**src/rtl/sram_blit_engine_if.sv**
```systemverilog
// Control handshake plus source/destination SRAM buses of the rectangle blit engine.
// master = the engine, slave = the controller/RAM side that drives it.
interface sram_blit_engine_if #(
    parameter int DATA_WIDTH = 8,
    parameter int ADDR_WIDTH = 16
);
    logic                  start;
    logic [ADDR_WIDTH-1:0] src_base;
    logic [ADDR_WIDTH-1:0] dst_base;
    logic [8:0]            blit_w;
    logic [7:0]            blit_h;
    logic                  busy;
    logic                  done;
    logic [ADDR_WIDTH-1:0] src_addr;
    logic [DATA_WIDTH-1:0] src_data;
    logic                  dst_en;
    logic                  dst_we;
    logic [ADDR_WIDTH-1:0] dst_addr;
    logic [DATA_WIDTH-1:0] dst_data;

    modport master (
        input  start, src_base, dst_base, blit_w, blit_h, src_data,
        output busy, done, src_addr, dst_en, dst_we, dst_addr, dst_data
    );

    modport slave (
        output start, src_base, dst_base, blit_w, blit_h, src_data,
        input  busy, done, src_addr, dst_en, dst_we, dst_addr, dst_data
    );
endinterface

```
**src/rtl/sram_blit_engine.sv**
```systemverilog
// WxH rectangle copy between two 1-cycle-latency SRAMs, one pixel per clock.
// Define SRAM_BLIT_KEY_EN to skip writes of KEY_COLOR pixels (colour-keyed sprites).
module sram_blit_engine #(
    parameter int DATA_WIDTH = 8,
    parameter int ADDR_WIDTH = 16,
    parameter int SRC_STRIDE = 320,
`ifdef SRAM_BLIT_KEY_EN
    parameter int DST_STRIDE = 320,
    parameter logic [DATA_WIDTH-1:0] KEY_COLOR = '0
`else
    parameter int DST_STRIDE = 320
`endif
) (
    input  logic                clk,
    input  logic                reset,
    sram_blit_engine_if.master  bus
);
    localparam logic [ADDR_WIDTH-1:0] SRC_STEP = ADDR_WIDTH'(SRC_STRIDE);
    localparam logic [ADDR_WIDTH-1:0] DST_STEP = ADDR_WIDTH'(DST_STRIDE);

    typedef enum logic [1:0] {S_IDLE, S_RUN, S_DRAIN, S_FIN} state_t;

    state_t                r_state;
    logic [ADDR_WIDTH-1:0] r_src_addr;
    logic [ADDR_WIDTH-1:0] r_src_row;
    logic [ADDR_WIDTH-1:0] r_dst_cur;
    logic [ADDR_WIDTH-1:0] r_dst_row;
    logic [ADDR_WIDTH-1:0] r_dst_addr;
    logic [8:0]            r_w;
    logic [8:0]            r_x;
    logic [7:0]            r_h;
    logic [7:0]            r_y;
    logic                  r_busy;
    logic                  r_done;
    logic                  r_we_pipe;

    logic                  w_zero;
    logic                  w_last_x;
    logic                  w_last;
    logic                  w_key_pass;

    assign w_zero   = (bus.blit_w == 9'd0) || (bus.blit_h == 8'd0);
    assign w_last_x = (r_x == r_w - 9'd1);
    assign w_last   = w_last_x && (r_y == r_h - 8'd1);

    // r_dst_cur tracks the destination of the pixel currently being read;
    // it is delayed one cycle into r_dst_addr to line up with the RAM data.
    always_ff @(posedge clk) begin
        if (reset) begin
            r_state    <= S_IDLE;
            r_src_addr <= '0;
            r_src_row  <= '0;
            r_dst_cur  <= '0;
            r_dst_row  <= '0;
            r_dst_addr <= '0;
            r_w        <= '0;
            r_x        <= '0;
            r_h        <= '0;
            r_y        <= '0;
            r_busy     <= 1'b0;
            r_done     <= 1'b0;
            r_we_pipe  <= 1'b0;
        end else begin
            r_we_pipe <= 1'b0;
            case (r_state)
                S_IDLE: begin
                    r_done <= 1'b0;
                    if (bus.start) begin
                        r_w        <= bus.blit_w;
                        r_h        <= bus.blit_h;
                        r_x        <= '0;
                        r_y        <= '0;
                        r_src_addr <= bus.src_base;
                        r_src_row  <= bus.src_base;
                        r_dst_cur  <= bus.dst_base;
                        r_dst_row  <= bus.dst_base;
                        r_busy     <= 1'b1;
                        r_state    <= w_zero ? S_FIN : S_RUN;
                    end
                end
                S_RUN: begin
                    r_we_pipe  <= 1'b1;
                    r_dst_addr <= r_dst_cur;
                    if (w_last) begin
                        r_state <= S_DRAIN;
                    end else if (w_last_x) begin
                        r_x        <= '0;
                        r_y        <= r_y + 8'd1;
                        r_src_row  <= r_src_row + SRC_STEP;
                        r_src_addr <= r_src_row + SRC_STEP;
                        r_dst_row  <= r_dst_row + DST_STEP;
                        r_dst_cur  <= r_dst_row + DST_STEP;
                    end else begin
                        r_x        <= r_x + 9'd1;
                        r_src_addr <= r_src_addr + 1'b1;
                        r_dst_cur  <= r_dst_cur + 1'b1;
                    end
                end
                S_DRAIN: begin
                    r_busy  <= 1'b0;
                    r_done  <= 1'b1;
                    r_state <= S_FIN;
                end
                S_FIN: begin
                    // Zero-size jobs arrive here still busy and pulse done on the way out.
                    r_done  <= r_busy;
                    r_busy  <= 1'b0;
                    r_state <= S_IDLE;
                end
                default: r_state <= S_IDLE;
            endcase
        end
    end

`ifdef SRAM_BLIT_KEY_EN
    assign w_key_pass = (bus.src_data != KEY_COLOR);
`else
    assign w_key_pass = 1'b1;
`endif

    assign bus.busy     = r_busy;
    assign bus.done     = r_done;
    assign bus.src_addr = r_src_addr;
    assign bus.dst_addr = r_dst_addr;
    assign bus.dst_we   = r_we_pipe & w_key_pass;
    assign bus.dst_en   = r_we_pipe & w_key_pass;
    assign bus.dst_data = bus.src_data;

endmodule

```
**src/flat_wrapper.sv**
```systemverilog
// flat-port wrapper written by rule: the top's interface ports become plain ports
module sram_blit_engine_flat 
#(
    parameter int DATA_WIDTH = 8,
    parameter int ADDR_WIDTH = 16,
    parameter int SRC_STRIDE = 320,

    parameter int DST_STRIDE = 320

)
  (clk, reset, bus_start, bus_src_base, bus_dst_base, bus_blit_w, bus_blit_h, bus_src_data, bus_busy, bus_done, bus_src_addr, bus_dst_en, bus_dst_we, bus_dst_addr, bus_dst_data);
  sram_blit_engine_if #(.DATA_WIDTH(DATA_WIDTH), .ADDR_WIDTH(ADDR_WIDTH)) bus_i ();
  input  logic clk;
  input  logic reset;
  input wire logic [$bits(bus_i.start)-1:0] bus_start;
  input wire logic [$bits(bus_i.src_base)-1:0] bus_src_base;
  input wire logic [$bits(bus_i.dst_base)-1:0] bus_dst_base;
  input wire logic [$bits(bus_i.blit_w)-1:0] bus_blit_w;
  input wire logic [$bits(bus_i.blit_h)-1:0] bus_blit_h;
  input wire logic [$bits(bus_i.src_data)-1:0] bus_src_data;
  output wire logic [$bits(bus_i.busy)-1:0] bus_busy;
  output wire logic [$bits(bus_i.done)-1:0] bus_done;
  output wire logic [$bits(bus_i.src_addr)-1:0] bus_src_addr;
  output wire logic [$bits(bus_i.dst_en)-1:0] bus_dst_en;
  output wire logic [$bits(bus_i.dst_we)-1:0] bus_dst_we;
  output wire logic [$bits(bus_i.dst_addr)-1:0] bus_dst_addr;
  output wire logic [$bits(bus_i.dst_data)-1:0] bus_dst_data;
  assign bus_i.start = bus_start;
  assign bus_i.src_base = bus_src_base;
  assign bus_i.dst_base = bus_dst_base;
  assign bus_i.blit_w = bus_blit_w;
  assign bus_i.blit_h = bus_blit_h;
  assign bus_i.src_data = bus_src_data;
  assign bus_busy = bus_i.busy;
  assign bus_done = bus_i.done;
  assign bus_src_addr = bus_i.src_addr;
  assign bus_dst_en = bus_i.dst_en;
  assign bus_dst_we = bus_i.dst_we;
  assign bus_dst_addr = bus_i.dst_addr;
  assign bus_dst_data = bus_i.dst_data;
  sram_blit_engine #(.DATA_WIDTH(DATA_WIDTH), .ADDR_WIDTH(ADDR_WIDTH), .SRC_STRIDE(SRC_STRIDE), .DST_STRIDE(DST_STRIDE)) u_core (.clk(clk), .reset(reset), .bus(bus_i));
endmodule
```
**config.mk**
```make
export PLATFORM = sky130hd
export DESIGN_NAME = sram_blit_engine_flat
export DESIGN_NICKNAME = d
export VERILOG_FILES = /design/src/rtl/sram_blit_engine_if.sv /design/src/rtl/sram_blit_engine.sv /design/src/flat_wrapper.sv
export SDC_FILE = /design/constraint.sdc
export NUM_CORES = 1
export LEC_CHECK = 0
export CAP_MARGIN = 20
export CORE_MARGIN = 2
export CORE_UTILIZATION = 25
export CTS_BUF_LIST = sky130_fd_sc_hd__clkbuf_2 sky130_fd_sc_hd__clkbuf_4 sky130_fd_sc_hd__clkbuf_8
export CTS_CLUSTER_SIZE = 24
export DETAILED_ROUTE_END_ITERATION = 10
export GPL_TIMING_DRIVEN = 0
export PLACE_DENSITY_LB_ADDON = 0.08
export SYNTH_ARGS = -nofsm -noshare
export SYNTH_HDL_FRONTEND = slang
export SYNTH_SLANG_ARGS = --single-unit
```
**constraint.sdc**
```tcl
create_clock -name clk -period 4.78 [get_ports clk]
set_input_delay 1.195 -clock clk [delete_from_list [all_inputs] [get_ports clk]]
set_output_delay 1.195 -clock clk [all_outputs]
set_load 0.02 [all_outputs]
```
==> impl_metrics.py, run 1 <==
metrics = {
    "outcome": {
        "status": "finished, final reports clean",
    },
    "synthesis": {
        "syn_area_um2": 6490,
        "yosysSeqAreaShare": 0.367,
        "async_flop_share": 0,
        "synth_warnings": 0,
        "synth-edff-count": 0,
        "postSynthCellCount": 820,
        "ys_ff_latch": 119,
        "synth.net_count": 893,
        "synth_cell_types": 64,
        "synth.avg_cell_area_um2": 7.91,
        "synth_ff_type": "dfxtp_1",
    },
    "final_layout": {
        "seq_area_um2": 2380,
        "layout.nets": 1008,
        "final_cell_mix": "119 x dfxtp_1, 94 x nand2_1, 94 x clkdlybuf4s50_1",
        "finalInstanceArea_um2": 8260,
        "nFillCells": 2739,
        "drive_above_1_share": 0.0612,
        "layout_commonest_cell": "dfxtp_1",
        "multiInputGateArea_um2": 3780,
        "area_growth_pct": 27.3,
        "antennaDiodeCount": 0,
        "fin_util": 0.326,
    },
    "min_path": {
        "hold_start": "u_core.r_src_row[15]",
        "hold_depth": 1,
        "worstHoldEndpoint": "u_core.r_src_row[15]",
        "hold_path_class": "flop to flop",
    },
    "clocking": {
        "cts_setup_buffers": 0,
        "clk_path_buf_depth": 2,
        "cts_resized": 0,
        "postCtsHoldBufs": 0,
        "cts-root-buf": "clkbuf_8",
        "clkTransAtPathRegs_ns": 0.08,
        "numCtsBuffers": 17,
        "clock_sinks": 119,
        "cts_tree": "done",
        "clk_latency_ns": 0.47,
        "cts_htree_levels": 4,
    },
    "worst_setup_path": {
        "worstReg2RegEnd": "u_core.r_src_row[10]",
        "r2r_cells": 11,
        "cp-start-kind": "flop",
        "crit_fanout": 10,
        "required_ns": 5.17,
        "critPathKind": "flop to flop",
        "reg2reg_setup_slack_ns": 1.05,
        "cp-end-kind": "flop",
        "arrival_ns": 4.13,
        "worstReg2RegStart": "u_core.r_w[0]",
    },
    "timing": {
        "finalSetupTns_ns": 0,
        "skew_ns": 0.0175,
        "tightest_slew_ns": 0.900,
        "slew_violations": 0,
        "fmax_ghz": 0.268,
        "finalHoldViolations": 0,
        "rsz0062_at_grt": "no",
        "finalCritPeriodShare": 0.781,
        "setup_viol": 0,
        "finalWorstSetupSlack_ns": 1.05,
        "period_minus_slack_ns": 3.73,
        "relSlewSlack": 0.400,
    },
    "global_route": {
        "antenna_found_initial": 0,
        "grt_pass1_wl_um": 38400,
        "grt_usage": 0.187,
        "grt_overflow": 0,
        "met1_usage": 0.248,
        "grt_max_degree": 17,
        "grt.met3_usage": 0.0370,
        "top_usage_layer": "met2",
        "grt_use_met2": 0.315,
        "grt_pass1_vias": 6490,
    },
    "job": {
        "max_cap_violations": 0,
    },
    "place": {
        "place_ws_ns": 0.878,
        "finalWeightedCongestion": 0.829,
        "dpl_cell_area_um2": 7860,
        "dp_hpwl_um": 17900,
        "io_buffers": 94,
    },
    "power_and_ir_drop": {
        "powerDensity_nw_per_um2": 540,
        "peakVddDrop_v": 0.000199,
        "total_power_w": 0.00446,
        "leakage_nw": 2.98,
    },
    "routing": {
        "wl_per_cell_um": 19.3,
        "drt_first_iter_violations": 376,
        "drt_drc_violations_left": 0,
        "wirelength_um": 24700,
        "num_vias": 6487,
        "drtAntennaViolNets": 0,
        "vias_per_cell": 5.08,
        "firstDrtPassIters": 5,
    },
    "floorplanning": {
        "core-area_um2": 25300,
        "row_count": 58,
        "die_area_um2": 27300,
        "initial_core_util": 0.256,
        "ios": 104,
        "die_w_um": 165,
        "fp.dieH_um": 165,
    },
}
## state kept, by name, indices dropped and copies added, names as in the netlist, 2 cells and up
register	count
u_core.bus.dst_addr	16
u_core.bus.src_addr	16
u_core.r_dst_cur	16
u_core.r_dst_row	16
u_core.r_src_row	16
u_core.r_w	9
u_core.r_x	9
u_core.r_h	8
u_core.r_y	8
u_core.r_state	2
## through the flow
step | hold slack, ns | std cells
floorplan | 0.448 | 820
detailed placement | 0.473 | 1246
global placement | 0.471 | 1244
CTS | 0.491 | 1278
finish | 0.494 | 1278
global route | 0.515 | 1278
## Yosys cell counts (all sizes together) (14+ instances only)
cell    count  area (um^2)
a21oi      91          455
nor3       15         80.1
xnor2      29          254
buf        18          111
nand3      30          150
mux2i      22          220
nor2       91          342
dfxtp     119         2380
clkbuf     41          154
a31oi      22          138
xor2       26          228
nand4      14         87.6
o21ai      36          180
inv        15         56.3
nand2      94          353
## routing by layer
layer	wire length [um]	share of wire
met1	11600	0.47
met2	11700	0.47
met3	1170	0.047
met4	222	0.0090
met5	0	0
## kinds of logic after synthesis
| logic type | count (synthesis) | share of synthesized area |
|---|---|---|
| flip-flops | 119 | 0.367 |
| XOR/XNOR | 55 | 0.0742 |
| multiplexers | 22 | 0.0339 |
| buffers and inverters | 74 | 0.0496 |
| AND/OR/NAND/NOR | 307 | 0.229 |
| AO/OA/AOI/OAI | 230 | 0.221 |
| adder cells (fa/ha/maj) | 13 | 0.0251 |
## cell type report
class,instances,area share
Multi-Input combinational cell,627,0.458
Buffer,59,0.0321
Sequential cell,119,0.288
Timing Repair Buffer,96,0.116
Tap cell,330,0.0500
Clock buffer,19,0.0309
Inverter,15,0.00682
Clock inverter,13,0.0179
## critical path: stages, from the launching register on
cell and delay [ns]:
dfxtp_1 0.40, inv_1 0.08, ha_1 0.28, o21ba_1 0.19, a221oi_1 0.28, a41oi_1 0.14
or4_1 0.56, clkbuf_1 0.31, a211oi_2 0.68, clkbuf_1 0.47, o22ai_1 0.15, nor2_1 0.11
## power by group
part           leakage, nW  switching [W]  internal [W]
Clock                0.192       0.000485      0.000487
Sequential           0.976       0.000312       0.00124
Combinational         1.81        0.00120      0.000733
Total                 2.98        0.00200       0.00246
## worst max path at each step
stage / from / slack [ns] / endpoint
global route: u_core.r_w[0] / 0.76 / u_core.r_src_row[9]
detailed placement: bus_start / 0.88 / u_core.bus.src_addr[15]
global placement: u_core.r_w[0] / 0.68 / u_core.r_dst_cur[14]
CTS: u_core.r_w[0] / 1.11 / u_core.r_src_row[10]
floorplan: u_core.r_w[0] / 1.71 / u_core.r_y[6]
finish: u_core.r_w[0] / 1.05 / u_core.r_src_row[10]
(Power assumes the default switching activity.)
==> run 2, diff against run 1 <==
==> constraint.sdc (replaced) <==
create_clock -name clk -period 3.6 [get_ports clk]
set_input_delay 0.9 -clock clk [delete_from_list [all_inputs] [get_ports clk]]
set_output_delay 0.9 -clock clk [all_outputs]
set_load 0.02 [all_outputs]
==> run 2 against run 1 <==
Effect of this change:
- register-to-register slack worse by 0.79 ns
- non-clock buffer count is 1 higher
- flip-flop and latch count stayed put
- highest routed layer unchanged
- first-iteration DRC count is 12% lower
- critical path depth is 1 lower
- worst setup slack worse by 0.79 ns
- critical path type unchanged
- critical endpoint is now u_core.r_dst_row[10]
==> impl_metrics.py, run 2 (synthesized netlist as in run 1, its figures left out) <==
metrics = {
    "final_layout": {
        "final_cell_mix": "119 x dfxtp_1, 94 x clkdlybuf4s50_1, 93 x nand2_1",
        "layout.nets": 1009,
        "layout_commonest_cell": "dfxtp_1",
        "area_growth_pct": 27.7,
        "antennaDiodeCount": 0,
        "drive_above_1_share": 0.0674,
    },
    "clocking": {
        "clk_path_buf_depth": 2,
        "cts_htree_levels": 4,
        "numCtsBuffers": 17,
        "clkTransAtPathRegs_ns": 0.09,
        "cts_tree": "done",
        "clock_sinks": 119,
        "cts-root-buf": "clkbuf_8",
        "clk_latency_ns": 0.46,
    },
    "timing": {
        "finalWorstSetupSlack_ns": 0.262,
        "finalHoldViolations": 0,
        "whs_ns": 0.496,
        "relSlewSlack": 0.414,
        "setup_viol": 0,
        "finalCritPeriodShare": 0.927,
        "period_minus_slack_ns": 3.34,
        "skew_ns": 0.0180,
        "rsz0062_at_grt": "yes",
        "tightest_slew_ns": 0.870,
        "fmax_ghz": 0.300,
        "slew_violations": 0,
    },
    "global_route": {
        "grt_pass1_wl_um": 38400,
        "grt_overflow": 0,
        "grt_usage": 0.187,
        "grt_max_degree": 17,
        "grt_pass1_vias": 6481,
        "antenna_found_initial": 0,
    },
    "worst_setup_path": {
        "reg2reg_setup_slack_ns": 0.26,
        "required_ns": 4.00,
        "cp-start-kind": "flop",
        "r2r_cells": 10,
        "worstReg2RegEnd": "u_core.r_dst_row[10]",
        "crit_fanout": 10,
        "critPathKind": "flop to flop",
        "worstReg2RegStart": "u_core.r_w[0]",
        "arrival_ns": 3.73,
        "cp-end-kind": "flop",
    },
    "outcome": {
        "status": "finished, final reports clean",
    },
    "floorplanning": {
        "row_count": 58,
        "fp.dieH_um": 165,
        "die_area_um2": 27300,
        "initial_core_util": 0.256,
        "ios": 104,
        "die_w_um": 165,
        "core-area_um2": 25300,
    },
    "min_path": {
        "hold_path_class": "flop to flop",
        "worstHoldEndpoint": "u_core.r_w[1]",
        "hold_depth": 2,
        "hold_start": "u_core.r_w[1]",
    },
    "place": {
        "io_buffers": 94,
        "finalWeightedCongestion": 0.829,
        "dp_hpwl_um": 17900,
        "place_ws_ns": -0.0681,
    },
    "routing": {
        "wl_per_cell_um": 19.3,
        "wirelength_um": 24600,
        "drtAntennaViolNets": 0,
        "drt_first_iter_violations": 332,
        "firstDrtPassIters": 5,
        "vias_per_cell": 5.08,
        "num_vias": 6503,
        "drt_drc_violations_left": 0,
    },
    "power_and_ir_drop": {
        "peakVddDrop_v": 0.000258,
        "leakage_nw": 2.99,
        "powerDensity_nw_per_um2": 717,
        "total_power_w": 0.00594,
    },
    "job": {
        "max_cap_violations": 0,
    },
}
-- run 2: worst max-delay path, stage by stage, from the launching register on --
cell and delay (ns):
dfxtp_1 0.40, inv_1 0.08, ha_1 0.28, o21ba_1 0.19, a221oi_1 0.28, a41oi_1 0.14, nor4_2 0.60, a21o_1 0.36
buf_1 0.64, o22ai_1 0.18, nor2_1 0.13
-- run 2: cell type report --
class / instances / area, um^2
Buffer: 59 / 269
Clock buffer: 19 / 255
Clock inverter: 13 / 148
Fill cell: 2743 / 17000
Inverter: 15 / 56.3
Multi-Input combinational cell: 627 / 3800
Sequential cell: 119 / 2380
Tap cell: 330 / 413
Timing Repair Buffer: 97 / 963
-- run 2: worst max-delay path by stage --
stage	startpoint	to	slack, ns
after detailed placement	u_core.r_w[0]	u_core.r_dst_row[11]	-0.07
after global routing	u_core.r_w[0]	u_core.r_dst_cur[10]	-0.03
final	u_core.r_w[0]	u_core.r_dst_row[10]	0.26
after CTS	u_core.r_w[0]	u_core.r_x[2]	0.09
after floorplan	u_core.r_w[0]	u_core.r_y[6]	0.53
after global placement	u_core.r_w[0]	u_core.r_dst_cur[14]	-0.50
-- run 2: timing repair --
action | in CTS | in global routing
setup buffers | 0 | 1
hold buffers | 0 | 0
endpoints found under the setup margin | 9 | 38
gates resized for setup | 2 | 9
pin swaps | 0 | 1
-- run 2: stage by stage --
stage | utilization | cell area (um^2) | cells | setup TNS [ns]
after floorplan | - | 6490 | 820 | 0
after global placement | 0.310 | 7840 | 1244 | -16.75
after detailed placement | 0.310 | 7860 | 1246 | -0.297
after CTS | 0.326 | 8270 | 1278 | 0
after global routing | 0.327 | 8290 | 1279 | -0.0629
final | 0.327 | 8290 | 1279 | 0
-- run 2: metal layers --
metal | part of all wire | global-route usage
met1 | 0.47 | 0.249
met5 | 0 | 0
met4 | 0.0067 | 0.0411
met2 | 0.47 | 0.314
met3 | 0.048 | 0.0370
-- run 2: where the power goes --
group | switching (W) | internal [W] | total (W) | leakage [nW]
logic | 0.00160 | 0.000990 | 0.00259 | 1.82
clock network | 0.000641 | 0.000647 | 0.00129 | 0.192
registers | 0.000415 | 0.00165 | 0.00206 | 0.976
==> run 3, diff against run 2 <==
--- a/config.mk
+++ b/config.mk
@@ -5,6 +5,7 @@
 export SDC_FILE = /design/constraint.sdc
 export NUM_CORES = 1
 export LEC_CHECK = 0
+export ABC_AREA = 1
 export CAP_MARGIN = 20
 export CORE_MARGIN = 2
 export CORE_UTILIZATION = 25
==> constraint.sdc (replaced) <==
create_clock -name clk -period 3.73 [get_ports clk]
set_input_delay 0.9325 -clock clk [delete_from_list [all_inputs] [get_ports clk]]
set_output_delay 0.9325 -clock clk [all_outputs]
set_load 0.02 [all_outputs]
==> run 3 against run 2 <==
Effect of this change:
- critical path depth fell by 4
- clock-buffer cell count fell by 2
- final cell count rose by 36%
- synthesized cell count rose by 48%
- via count rose by 19%
- critical path type is now primary input to flop
- utilization fell by 1.1 points
- die area rose by 14%
==> impl_metrics.py, run 3 <==
metrics = {
    "power_and_ir_drop": {
        "p_sw_frac": 0.486,
        "leakage_nw": 4.25,
        "powerDensity_nw_per_um2": 807,
        "seqPwrFrac": 0.286,
        "p_comb_frac": 0.528,
        "p_sw_w": 0.00365,
        "peakVddDrop_v": 0.000234,
        "clkPwrFrac": 0.185,
        "intPower_w": 0.00386,
    },
    "global_route": {
        "grt_max_degree": 17,
        "grt_pass1_vias": 7437,
        "grt_overflow": 0,
        "antenna_found_initial": 0,
        "grt_pass1_wl_um": 42200,
        "grt_usage": 0.177,
    },
    "timing": {
        "finalCritPeriodShare": 0.823,
        "finalSetupTns_ns": 0,
        "setup_viol": 0,
        "fmax_ghz": 0.326,
        "slew_violations": 0,
        "rsz0062_at_grt": "no",
        "finalHoldViolations": 0,
        "finalWorstSetupSlack_ns": 0.660,
        "relSlewSlack": 0.450,
        "tightest_slew_ns": 0.825,
        "skew_ns": 0.0162,
        "period_minus_slack_ns": 3.07,
    },
    "worst_setup_path": {
        "crit_path_frequent_cell": "clkbuf_1",
        "slowest_stage": "clkdlybuf4s50_1",
        "critPathKind": "primary input to flop",
        "crit_buf_inv": 4,
        "r2r_cells": 15,
        "worstReg2RegStart": "u_core.r_w[0]",
        "reg2reg_setup_slack_ns": 1.00,
        "required_ns": 4.12,
        "crit_fanout": 10,
        "cpPeakStageDelay_ns": 0.71,
        "crit_chain": "clkdlybuf4s50_1, inv_1, clkbuf_1, clkbuf_1, nand2_1, nor2_1",
        "arrival_ns": 3.46,
        "cp-start-kind": "primary input",
        "cp-end-kind": "flop",
        "worstReg2RegEnd": "u_core.bus.src_addr[11]",
        "path_depth": 6,
        "critPathTopFamily": "buffers and inverters",
    },
    "synthesis": {
        "ys_ff_latch": 119,
        "synth_most_common_cell": "nand2_1",
        "ys_top_cells_by_count": "360 x nand2_1, 188 x nor2_1, 132 x inv_1, 119 x dfxtp_1, 78 x o21ai_0",
        "synth-simple-area-share": 0.375,
        "synthXorXnorAreaFrac": 0.0531,
        "postSynthCellCount": 1217,
        "synth.avg_cell_area_um2": 6.10,
        "yosys.area_share.adder": 0.0219,
        "synth.top_cell.area_share": 0.321,
        "synth_ff_type": "dfxtp_1",
        "synth_compound_area_frac": 0.117,
        "ys_top_cells_by_area": "dfxtp_1 32%, nand2_1 18%, nor2_1 9.5%",
        "synth_top_area_cell": "dfxtp_1",
        "synth.net_count": 1290,
        "syn_area_um2": 7420,
        "async_flop_share": 0,
        "synth_warnings": 0,
        "synth_top_family_by_area": "simple AND/OR/NAND/NOR gates",
        "synth_cell_types": 34,
        "synth-edff-count": 0,
        "yosysSeqAreaShare": 0.321,
        "muxShareOfSynthArea": 0,
    },
    "min_path": {
        "worstHoldEndpoint": "u_core.r_w[1]",
        "hold_depth": 2,
        "hold_path_class": "flop to flop",
        "hold_start": "u_core.r_w[1]",
    },
    "routing": {
        "drt_first_iter_violations": 460,
        "num_vias": 7718,
        "firstDrtPassIters": 7,
        "drtAntennaViolNets": 0,
        "vias_per_cell": 4.45,
        "drt_drc_violations_left": 0,
        "wl_per_cell_um": 15.6,
        "wirelength_um": 27000,
    },
    "floorplanning": {
        "fp.dieH_um": 176,
        "die_w_um": 176,
        "die_area_um2": 31100,
        "row_count": 63,
        "initial_core_util": 0.252,
        "ios": 104,
        "core-area_um2": 29400,
    },
    "clocking": {
        "cts_setup_buffers": 0,
        "clk_path_buf_depth": 2,
        "clkTransAtPathRegs_ns": 0.08,
        "clock_sinks": 119,
        "numCtsBuffers": 17,
        "postCtsHoldBufs": 0,
        "cts_resized": 0,
        "cts-root-buf": "clkbuf_8",
        "clk_latency_ns": 0.46,
        "cts_htree_levels": 4,
        "cts_tree": "done",
    },
    "place": {
        "io_buffers": 95,
        "dp_hpwl_um": 21000,
        "finalWeightedCongestion": 0.810,
        "place_ws_ns": 0.179,
    },
    "final_layout": {
        "drive_above_1_share": 0.0543,
        "seq_area_um2": 2380,
        "area_growth_pct": 25.5,
        "final_cell_mix": "360 x nand2_1, 188 x nor2_1, 132 x inv_1",
        "antennaDiodeCount": 0,
        "nFillCells": 3320,
        "layout.nets": 1404,
        "multiInputGateArea_um2": 4210,
        "layout_commonest_cell": "nand2_1",
    },
    "job": {
        "max_cap_violations": 0,
    },
    "outcome": {
        "status": "finished, final reports clean",
    },
}
## run 3: power groups by stage
stage / Combinational (W) / Clock (W) / Sequential [W]
floorplan: 0.00246 / 0 / 0.00226
global placement: 0.00397 / 0 / 0.00219
detailed placement: 0.00398 / 0 / 0.00218
CTS: 0.00400 / 0.00143 / 0.00215
global route: 0.00449 / 0.00148 / 0.00222
finish: 0.00397 / 0.00139 / 0.00215
## run 3: final cells by class
class	instances	area share
plain buffers	65	0.0345
clock buffers	17	0.0251
clock inverters	15	0.0234
inverters	136	0.0548
multi-input cells	897	0.452
flip-flops and latches	119	0.256
well taps	390	0.0524
repair buffers	95	0.102
## run 3: tightest hold or removal path, stage by stage, from the launching register on
cell and delay (ns):
dfxtp_1 0.32, inv_1 0.08, a21oi_1 0.06
## run 3: logic make-up after synthesis
logic type | count (synthesis)
fa+ha+maj | 13
simple gates | 676
buf+inv | 201
compound gates | 163
xor+xnor | 45
flops | 119
## run 3: worst max path at each step
stage                        startpoint                   end
final                             reset  u_core.r_dst_cur[12]
after global routing              reset  u_core.r_dst_cur[12]
after CTS                         reset  u_core.r_dst_cur[12]
after detailed placement          reset  u_core.r_dst_cur[12]
after global placement            reset  u_core.r_dst_cur[12]
after floorplan           u_core.r_w[0]   u_core.r_dst_cur[7]
## run 3: metal layers
layer	vias to the layer above	part of all wire	wire [um]	GRT usage
li1	4060	-	-	-
met1	3494	0.53	14300	0.262
met2	153	0.42	11500	0.270
met3	11	0.037	987	0.0284
met4	0	0.0086	231	0.0337
met5	-	0	0	0
## run 3: per-stage QoR
stage	hold WS [ns]	instances	cell area [um^2]	power (W)	utilization
2_1_floorplan	0.448	1217	7420	0.00472	-
3_3_place_gp	0.486	1702	8860	0.00616	0.301
3_5_place_dp	0.489	1702	8860	0.00616	0.301
4_1_cts	0.503	1734	9310	0.00758	0.317
5_1_grt	0.516	1734	9310	0.00820	0.317
6_report	0.501	1734	9310	0.00752	0.317
